[src/rtl/mem_arbiter_pkg.sv]
// Shared types for the memory arbiter: RAM handshake states, grant states and the
// arbitration pick function.
package mem_arbiter_pkg;

  localparam int ARB_MAX_WAIT = 64;

  typedef logic [31:0] word_t;

  typedef enum logic [1:0] {
    FREE   = 2'd0,
    BUSY   = 2'd1,
    ACCESS = 2'd2,
    ERROR  = 2'd3
  } ramstate_t;

  typedef enum logic [1:0] {
    ARB_IDLE = 2'd0,
    ARB_IGNT = 2'd1,
    ARB_DGNT = 2'd2
  } arb_state_t;

  // Data wins unless instruction is preferred and both are requesting.
  function automatic arb_state_t arb_pick(input logic dreq, input logic ireq,
                                          input logic prefer_i);
    arb_state_t pick;
    pick = ARB_IDLE;
    if (dreq && !(ireq && prefer_i)) pick = ARB_DGNT;
    else if (ireq)                   pick = ARB_IGNT;
    return pick;
  endfunction

endpackage

[src/rtl/mem_arb_timer.sv]
// Grant wait counter: counts stalled granted cycles, flags a timeout on the
// MAX_WAIT-th one and keeps a sticky error flag until reset.
module mem_arb_timer #(
  parameter int MAX_WAIT = 64,
  parameter int CNT_W    = 7
) (
  input  logic clk,
  input  logic rst,
  input  logic run,
  input  logic restart,
  output logic timeout,
  output logic err
);

  localparam logic [CNT_W-1:0] LAST = CNT_W'(MAX_WAIT - 1);

  logic [CNT_W-1:0] cnt;

  assign timeout = run && (cnt == LAST);

  always_ff @(posedge clk or posedge rst) begin
    if (rst) begin
      cnt <= '0;
      err <= 1'b0;
    end else begin
      if (!run || restart || timeout) cnt <= '0;
      else                            cnt <= cnt + CNT_W'(1);
      if (timeout) err <= 1'b1;
    end
  end

endmodule

[src/rtl/mem_arbiter.sv]
// Shares one RAM port between instruction fetch and data access.
// Define ARB_ROUND_ROBIN_EN for last-served fairness instead of fixed data priority.
module mem_arbiter
  import mem_arbiter_pkg::*;
#(
  parameter int WORD_W   = 32,
  parameter int MAX_WAIT = ARB_MAX_WAIT,
  parameter int CNT_W    = 7
) (
  input  logic              CLK,
  input  logic              RST,
  input  logic              iREN,
  input  logic [WORD_W-1:0] iaddr,
  output logic              iwait,
  output logic [WORD_W-1:0] iload,
  input  logic              dREN,
  input  logic              dWEN,
  input  logic [WORD_W-1:0] daddr,
  input  logic [WORD_W-1:0] dstore,
  output logic              dwait,
  output logic [WORD_W-1:0] dload,
  output logic              ramREN,
  output logic              ramWEN,
  output logic [WORD_W-1:0] ramaddr,
  output logic [WORD_W-1:0] ramstore,
  input  logic [WORD_W-1:0] ramload,
  input  ramstate_t         ramstate,
  output logic              arb_err,
  output arb_state_t        arb_state
);

  // Handshake: a requester holds its request and address until its wait output
  // drops for one cycle (ramstate==ACCESS); dropping the request early abandons it.

  arb_state_t state, state_next;
  logic dreq, ireq, access, granted, held, run, restart, timeout, prefer_i;

  assign dreq    = dREN | dWEN;
  assign ireq    = iREN;
  assign access  = (ramstate == ACCESS);
  assign granted = (state != ARB_IDLE);
  assign held    = (state == ARB_DGNT) ? dreq : (state == ARB_IGNT) ? ireq : 1'b0;
  assign run     = granted & held & ~access;
  assign restart = (state_next != state);

`ifdef ARB_ROUND_ROBIN_EN
  logic last_d, last_d_eff;

  // A completing transfer counts as served for the re-arbitration in the same cycle.
  always_comb begin
    last_d_eff = last_d;
    if (access && state == ARB_DGNT)      last_d_eff = 1'b1;
    else if (access && state == ARB_IGNT) last_d_eff = 1'b0;
  end

  assign prefer_i = last_d_eff;

  always_ff @(posedge CLK or posedge RST) begin
    if (RST) last_d <= 1'b1;
    else     last_d <= last_d_eff;
  end
`else
  assign prefer_i = 1'b0;
`endif

  always_comb begin
    state_next = state;
    if (!granted || access || !held || timeout)
      state_next = arb_pick(dreq, ireq, prefer_i);
  end

  always_ff @(posedge CLK or posedge RST) begin
    if (RST) state <= ARB_IDLE;
    else     state <= state_next;
  end

  mem_arb_timer #(
    .MAX_WAIT(MAX_WAIT),
    .CNT_W   (CNT_W)
  ) u_timer (
    .clk    (CLK),
    .rst    (RST),
    .run    (run),
    .restart(restart),
    .timeout(timeout),
    .err    (arb_err)
  );

  // Enables follow the live request so a flush drops them in the same cycle.
  always_comb begin
    ramREN   = 1'b0;
    ramWEN   = 1'b0;
    ramaddr  = '0;
    ramstore = '0;
    iwait    = 1'b1;
    dwait    = 1'b1;
    iload    = '0;
    dload    = '0;
    case (state)
      ARB_DGNT: begin
        ramaddr  = daddr;
        ramstore = dstore;
        ramWEN   = dWEN;
        ramREN   = dREN & ~dWEN;
        dwait    = ~access;
        dload    = access ? ramload : '0;
      end
      ARB_IGNT: begin
        ramaddr = iaddr;
        ramREN  = iREN;
        iwait   = ~access;
        iload   = access ? ramload : '0;
      end
      default: ;
    endcase
  end

  assign arb_state = state;

endmodule

[config.mk]
export PLATFORM = sky130hd
export DESIGN_NAME = mem_arbiter
export DESIGN_NICKNAME = d
export VERILOG_FILES = /design/src/rtl/mem_arbiter_pkg.sv /design/src/rtl/mem_arb_timer.sv /design/src/rtl/mem_arbiter.sv
export SDC_FILE = /design/constraint.sdc
export NUM_CORES = 1
export LEC_CHECK = 0
export ABC_AREA = 1
export CORE_AREA = 8 8 97 99
export DETAILED_ROUTE_END_ITERATION = 12
export DIE_AREA = 0 0 105 107
export HOLD_SLACK_MARGIN = 0.12
export PLACE_DENSITY_LB_ADDON = 0.1
export RECOVER_POWER = 25
export SYNTH_ARGS = -nofsm -noshare
export SYNTH_HDL_FRONTEND = slang
export SYNTH_SLANG_ARGS = --single-unit
[constraint.sdc]
create_clock -name CLK -period 2 [get_ports CLK]
set_input_delay 0.4 -clock CLK [delete_from_list [all_inputs] [get_ports CLK]]
set_output_delay 0.4 -clock CLK [all_outputs]
set_load 0.01 [all_outputs]
==> impl_results.md <==
- Reg2reg start: arb_state[0]
- Vias after detailed routing: 3161
- P_int: 0.00240 W
- PortBufs: 269
- Dpl ws: -0.456 ns
- # IOs: 270
- Leakage power: 2.69 nW
- Clock root buffer: clkbuf_8
- DP HPWL: 10400 um
- Commonest cells after routing, fill and taps aside: clkdlybuf4s50_1 (133), nand2_1 (108), buf_2 (96)
- Die Ht: 107 um
- Run status: finished clean
- Vias in the first global route: 2823
- Syn Std Cell Area: 1720 um^2
- Num CTS Buffers: 3
- FF/Latch Area: 251 um^2
- Area occupied by multi-input gates: 1230 um^2
- Crit-path max FO: 16
- Cells on worst reg2reg path: 11
- Hold_ws: 0.471 ns
- CTS tree: yes
- Core Util, Final: 59.5%
- CTS H-Tree Depth: 1
- Worst EP required: 1.60 ns
- First-pass GRT wire length: 18500 um
- Layout cell share with drive strength beyond 1: 31.4%
- Slew Viols, Final: 0
- Drt first pass iters: 4
- WS Path Type: reg2out
- Total grt overflow: 0
- Die area: 11200 um^2
- Critical path origin: arb_state[1]
- Cts hold-fix bufs: 0
- Setup violations, final: 0
- Most common cell after layout, fill and taps aside: clkdlybuf4s50_1
- Cell family with most CP delay: buffers and inverters
- ANT cells: 0
- Switching part of the total: 46.6%
- Overall Power: 0.00449 W
- Worst-skew pair later-pin latency: 0.23 ns
- Crit path DAT: 1.59 ns
- Total track usage: 21.0%
- Initial DRC Count: 144
- Max Cap Violations: 0
- Hold crit path type: reg2reg
- Area leader, netlist: nand2_1
- Cell Rows: 33
- Total Wirelength: 13200 um
- Final Hold Fails: 0
- Mapped Cells: 351
- RSZ-0062 raised after global routing: yes
- Power share of the clock group: 5.5%
- Power Dens Cells: 954 nW/um^2
- Clock Skews: 0.00572 ns
- Clk buf depth: 2
- Die width: 105 um
- Flops & latches, synth: 10
- Synth top area share: 24.3%
- Setup WS post-layout: 0.00947 ns
- Fillers: 792
- Worst Hold Depth: 1
- Core Region: 7930 um^2
- Remaining antenna violation count: 0
- Logic gate share of total power: 88.5%
- Setup TNS: 0 ns
- Min Tclk post-route: 1.99 ns
- Syn_area_per_cell: 4.89 um^2
- End of the critical path: ramaddr[22]
- Worst slew margin: 75.6%
- DR WL/cell: 17.6 um
- # DRC: 0
- Psw: 0.00210 W
- Crit start category: flop
- Sequential-to-total area share from yosys stat: 14.6%
- Slowest cell on the critical path: dfrtp_2
- Largest net degree at the start of global routing: 22
- Reg power frac: 6.0%
- CP bufs+invs: 3
- Vias per std cell: 4.23
- Fmax: 0.502 GHz
- R2R Setup Slk: 0.33 ns
- Yosys warning count: 0
- Ranking of synthesized cells by area: nand2_1 (24%), inv_1 (17%), nor2_1 (16%)
- Peak VDD IR: 588 uV
- Layout area overhead: 175%
- Synth cell types: 23
- Syn Nets: 490
- Initial core utilization: 21.7%
- Final nets: 783
- Worst-margin pin slew: 0.362 ns
- R2r endpoint: arb_state[0]
- CTS Sinks: 10
- Levels on crit path: 6
- Placer Congestion: 0.847
- Clk slew on worst S/H paths: 0.05 ns
- Critical Path Sink Type: output port
- Antenna violations before repair: 0
- Cell Chain, Critical Path: inv_4, ha_4, bufbuf_16, nand2_1, a21oi_2, buf_2
- Final worst path period share: 99.5%
- CP max stage delay: 0.44 ns
worst min-delay path by stage:
stage	start	end
detailed placement	u_timer.cnt[0]	u_timer.cnt[0]
global route	u_timer.cnt[0]	u_timer.cnt[0]
CTS	RST	u_timer.cnt[6]
global placement	u_timer.cnt[0]	u_timer.cnt[0]
finish	u_timer.cnt[0]	u_timer.cnt[0]
floorplan	RST	arb_state[0]
state kept, by name, indices dropped and copies added (netlist names):
signal,count
arb_state,2
u_timer.cnt,7
u_timer.err,1
cells by family after synthesis:
group | after synthesis | share of synthesized area, %
flops | 10 | 14.6
fa+ha+maj | 4 | 2.92
simple gates | 199 | 46.8
xor+xnor | 1 | 0.510
buf+inv | 99 | 23.8
compound gates | 38 | 11.4
power groups by stage:
| stage | Combinational (W) | Clock [W] | Sequential, W |
|---|---|---|---|
| after floorplan | 0.00142 | 0 | 0.000267 |
| after CTS | 0.00350 | 0.000255 | 0.000264 |
| after global placement | 0.00341 | 0 | 0.000258 |
| after global routing | 0.00428 | 0.000263 | 0.000274 |
| final | 0.00398 | 0.000249 | 0.000268 |
| after detailed placement | 0.00343 | 0 | 0.000262 |
synthesized netlist by cell type:
master,count
a21oi_1,35
a21oi_2,1
and3_1,1
buf_1,3
buf_2,14
buf_4,3
buf_6,1
dfrtp_1,10
ha_1,4
inv_1,76
inv_2,2
nand2_1,111
nand2_2,3
nand3_1,5
nand3_2,1
nand3b_1,2
nor2_1,71
nor2_2,2
nor2_4,2
nor3_2,1
o21ai_0,1
o21bai_1,1
xnor2_1,1
repair_timing:
action                                  CTS  global route
setup buffers                             8             3
pin swaps                                 4             3
endpoints found under the setup margin  132            84
cloned                                    6             3
resized for setup                       454            66
stage by stage:
stage,instance area [um^2],instances
2_1_floorplan,1720,351
3_3_place_gp,4620,725
3_5_place_dp,4620,725
4_1_cts,4510,743
5_1_grt,4710,748
6_report,4710,748
routing by layer:
layer | vias up | global-route usage [%] | share of wire, %
met5 | - | 0 | 0
met4 | 0 | 3.67 | 1.1
met3 | 10 | 5.46 | 6.9
met2 | 127 | 39.1 | 53
met1 | 1426 | 23.6 | 39
li1 | 1598 | - | -
layout make-up:
cell class	instances	share of cell area [%]
clock buffer	4	1.17
sequential	10	5.34
tap	105	2.79
timing repair buffer	309	58.1
inverter	78	6.42
multi-input combinational	242	26.2
Power figures use the tool's default switching activity.
==> edit 1, RTL diff (same settings) <==
Change the parameter `WORD_W` from 32 to 40.
--- a/src/rtl/mem_arbiter.sv
+++ b/src/rtl/mem_arbiter.sv
@@ -3,7 +3,7 @@
 module mem_arbiter
   import mem_arbiter_pkg::*;
 #(
-  parameter int WORD_W   = 32,
+  parameter int WORD_W   = 40,
   parameter int MAX_WAIT = ARB_MAX_WAIT,
   parameter int CNT_W    = 7
 ) (
Ports: changed (8 resized); port bits go from 270 to 334. The function was not compared with the original's and may differ.
==> edit 1 against the unedited design <==
The run now ends with setup timing left; cell count is 19% higher; register-to-register slack worse by 0.27 ns; routed wire length is 45% higher; sequential share of layout area is 1.2 points lower; clock power is 20% lower; setup slack worse by 0.15 ns; total power is 17% higher; critical endpoint is now iload[26]; combinational power is 21% higher; design area is 28% higher; largest power group unchanged; sequential cell count stayed put; area after synthesis is 17% higher; critical path depth is 2 higher; first-iteration DRC count is 46% higher.
==> edit 1: results (changes against the unedited design) <==
status = finished with violations
failing checks = setup timing
GR Util met2 = 51.6% (+12 points)
PostCTS Resize Cnt = 607 (+34%)
multi-input logic cell count = 290 (+20%)
Worst-Margin Slew = 0.373 ns (+0.0109 ns)
first-pass GRT wire length = 25.5 mm (+38%)
Synth Net Count = 591 (+21%)
Total Routed Length = 19.1 mm (+45%)
nonclk buf count = 387 (+25%)
setup violators final = 52 (+52)
VDD IR-drop max = 0.688 mV (+17%)
fin worst setup slack = -0.136 ns (-0.146 ns)
Synth Cell Area = 0.00200 mm2 (+17%)
sequential share of the synthesized area = 12.5% (-2.1 points)
gpl congestion = 0.862 (+1.8%)
global routing usage on met3 = 13.6% (+8.2 points)
Finished Cell Area = 0.00602 mm2 (+28%)
Area after DPL = 0.00552 mm2 (+19%)
GRT met1 Usage = 31.8% (+8.2 points)
detailed placer's ending HPWL = 14.1 mm (+35%)
Reg area = 250 um2 (-0.50%)
crit-path max FO = 8 (-8)
GRT Overall Usage = 29.4% (+8.4 points)
Via density = 4.60 (+8.9%)
Clock Network Area Fraction = 0.686% (-0.48 points)
share of cells above drive strength 1 = 37.8% (+6.3 points)
Synth Area in Compound Gates = 11.8% (+0.37 points)
wire length on met1 = 6.73 mm (+32%)
drt pass-1 iters = 5 (+1)
Layout Nets = 957 (+22%)
Logic inverters = 94 (+21%)
vias in the first global route = 3,957 (+40%)
[edit 1: changes by cell type after synthesis, moves of 2 or more]
| cell | delta |
|---|---|
| nor2_1 | +17 |
| buf_1 | -3 |
| nand2_1 | +25 |
| clkbuf_1 | +7 |
| buf_6 | +4 |
| buf_4 | -2 |
| a21oi_1 | +8 |
| inv_1 | +16 |
[edit 1: worst paths after layout]
kind                                         startpoint                      end  slack, ns  depth (start not counted)
worst max register to register   arb_state[1]$_DFF_PP0_   arb_state[1]$_DFF_PP0_       0.06                         13
min in group asynchronous                           RST  u_timer.err$_DFFE_PP0N_       0.58                          2
worst max-delay path             arb_state[1]$_DFF_PP0_                iload[26]      -0.14                          8
worst min register to register  u_timer.err$_DFFE_PP0N_  u_timer.err$_DFFE_PP0N_       0.47                          1
worst min-delay path            u_timer.err$_DFFE_PP0N_  u_timer.err$_DFFE_PP0N_       0.47                          1
max in group asynchronous                           RST   arb_state[1]$_DFF_PP0_       1.15                          2
[edit 1: stage by stage]
step                      setup slack (ns)  hold WS [ns]  instances  power (mW)
after global routing                -0.184         0.482        889        5.60
after CTS                          -0.0712         0.461        880        4.95
after global placement              -0.443         0.445        855        4.45
final                               -0.136         0.472        889        5.27
after detailed placement            -0.508         0.461        855        4.48
after floorplan                      0.287         0.240        420        2.03
[edit 1: report_power, final]
| part | switching [mW] | leakage (nW) | internal, mW |
|---|---|---|---|
| Combinational | 2.57 | 3.16 | 2.24 |
| Clock | 0.0680 | 0.0216 | 0.131 |
| Sequential | 0.0240 | 0.133 | 0.237 |
[edit 1: cells by family after synthesis]
logic type	after synthesis
adder cells (fa/ha/maj)	4
buffers and inverters	120
XOR/XNOR	1
AND/OR/NAND/NOR	239
AO/OA/AOI/OAI	46
flip-flops	10
==> edit 2, RTL diff (same flow settings) <==
Made on the original files. Put a register stage on the output `arb_err`. The value now appears one clock later. The other outputs are not delayed to match.
--- a/src/rtl/mem_arbiter.sv
+++ b/src/rtl/mem_arbiter.sv
@@ -28,6 +28,8 @@
   output logic              arb_err,
   output arb_state_t        arb_state
 );
+
+  logic arb_err_d;
 
   // Handshake: a requester holds its request and address until its wait output
   // drops for one cycle (ramstate==ACCESS); dropping the request early abandons it.
@@ -83,7 +85,7 @@
     .run    (run),
     .restart(restart),
     .timeout(timeout),
-    .err    (arb_err)
+    .err    (arb_err_d)
   );
 
   // Enables follow the live request so a flush drops them in the same cycle.
@@ -117,5 +119,9 @@
 
   assign arb_state = state;
 
+  always_ff @(posedge CLK) begin
+    arb_err <= arb_err_d;
+  end
+
 endmodule
 
Formal check against the unedited RTL: no difference found for any inputs over 10 cycles, from zero or initial values and one cycle with RST high; that may be too few to reach the edited logic, so the function may still have changed.
==> edit 2 against the unedited design <==
The run now ends with setup timing left; total power rose by 8.0%; sequential cell count rose by 1; setup slack got worse by 0.030 ns; routed wire length rose by 5.9%; design area rose by 12%; area after synthesis rose by 5.8%; combinational power rose by 9.3%; sequential share of layout area fell by 0.21 points; count of clock-buffer cells in the layout did not move; fmax fell by 1.5%; critical endpoint is now ramaddr[18]; largest power group unchanged; highest routed layer is now met5.
==> edit 2: results (changes against the unedited design) <==
Setup crit end = ramaddr[18]
Layout Nets = 795 (+1.5%)
leak pwr = 2.88 nW (+7.1%)
Synth Instances = 352 (+0.28%)
routed len/inst = 18.3 um (+4.2%)
Synth top cells by count = 106 x nand2_1, 74 x inv_1, 71 x nor2_1
highest metal used = met5
fin worst setup slack = -0.0207 ns (-0.0302 ns)
share of cells above drive strength 1 = 41.5% (+10 points)
sequential share of the synthesized area = 14.9% (+0.31 points)
r2r setup slk = 0.28 ns (-0.05 ns)
Yosys cell types = 28 (+22%)
Min-Delay Path Class = reg -> reg
worst rel slew slack = 75.5% (-0.15 points)
failing checks = setup timing
total number of vias = 3,272 (+3.5%)
VDD IR-drop max = 0.753 mV (+28%)
Iteration-0 DRC Markers = 90 (-38%)
Power Density = 921 mW/mm2 (-3.4%)
P_int = 2.61 mW (+8.8%)
detailed placer's ending HPWL = 10.6 mm (+1.6%)
asr flop ratio synth = 90.9% (-9.1 points)
Reg2Reg Depth = 12 (+1)
Via density = 4.31 (+1.9%)
global routing usage on met3 = 6.24% (+0.78 points)
clk pwr = 0.220 mW (-12%)
GR Util met2 = 42.7% (+3.5 points)
XOR/XNOR Fraction of Synth Area = 0.482% (-0.028 points)
GRT met1 Usage = 22.9% (-0.75 points)
seq pwr = 0.281 mW (+5%)
Area after DPL = 0.00489 mm2 (+5.7%)
Synth Net Count = 491 (+0.20%)
WHS = 0.366 ns (-0.105 ns)
setup TNS = -0.0341 ns (-0.0341 ns)
Reg-to-Reg Start = arb_state[1]$_DFF_PP0_
Min-Delay Path Depth = 0 (-1)
initial antenna violation count = 1 (+1)
wire length on met1 = 4.97 mm (-2.5%)
first-pass GRT wire length = 19.6 mm (+5.9%)
crit-path max FO = 8 (-8)
gpl congestion = 0.835 (-1.4%)
Setup Skew = 0.00812 ns (+0.00240 ns)
setup violators final = 3 (+3)
top post-synthesis cells by area = nand2_1 22%, inv_1 15%, nor2_1 15%, dfrtp_1 14%, a21oi_1 9.4%
vias in the first global route = 3,144 (+11%)
CP arrival = 1.62 ns (+0.03 ns)
fill count = 739 (-6.7%)
largest net degree at the start of global routing = 18 (-18%)
worst min-delay path startpoint = u_timer.err$_DFFE_PP0N_
Cells after DPL = 734 (+1.2%)
Hold Path Sink = arb_err$_DFF_P_
drt pass-1 iters = 4 (unchanged)
met3 wire len = 1.07 mm (+18%)
met2 WL = 7.78 mm (+11%)
Synth Area in Compound Gates = 11.9% (+0.41 points)
GRT Overall Usage = 21.8% (+0.79 points)
Adder-Cell Fraction of Synth Area = 2.76% (-0.16 points)
status = finished with violations
-- edit 2: timing repair --
action                     CTS  global route
pin swaps                    4            20
cloned                       5             5
setup endpoints to repair  132           122
gates resized for setup    471           176
setup buffers               11             2
-- edit 2: layout make-up --
cell class | count | share of cell area [%]
Tap cell | 105 | 2.49
Clock buffer | 4 | 0.855
Timing Repair Buffer | 320 | 57.0
Inverter | 77 | 5.91
Multi-Input combinational cell | 243 | 28.7
Sequential cell | 11 | 5.13
-- edit 2: worst max-delay path, cell delays in order (launching register included) --
cell and delay [ns]:
dfrtp_1 0.40, buf_6 0.14, inv_6 0.06, ha_4 0.16
buf_6 0.12, clkbuf_16 0.16, nand2_1 0.07, a21oi_2 0.14
buf_2 0.14
-- edit 2: metrics by stage --
stage               worst slack [ns]  util, %
floorplan                      0.280        -
finish                       -0.0207     66.5
global placement              -0.358     61.6
CTS                           -0.101     59.2
detailed placement            -0.362     61.6
global route                 -0.0840     66.5
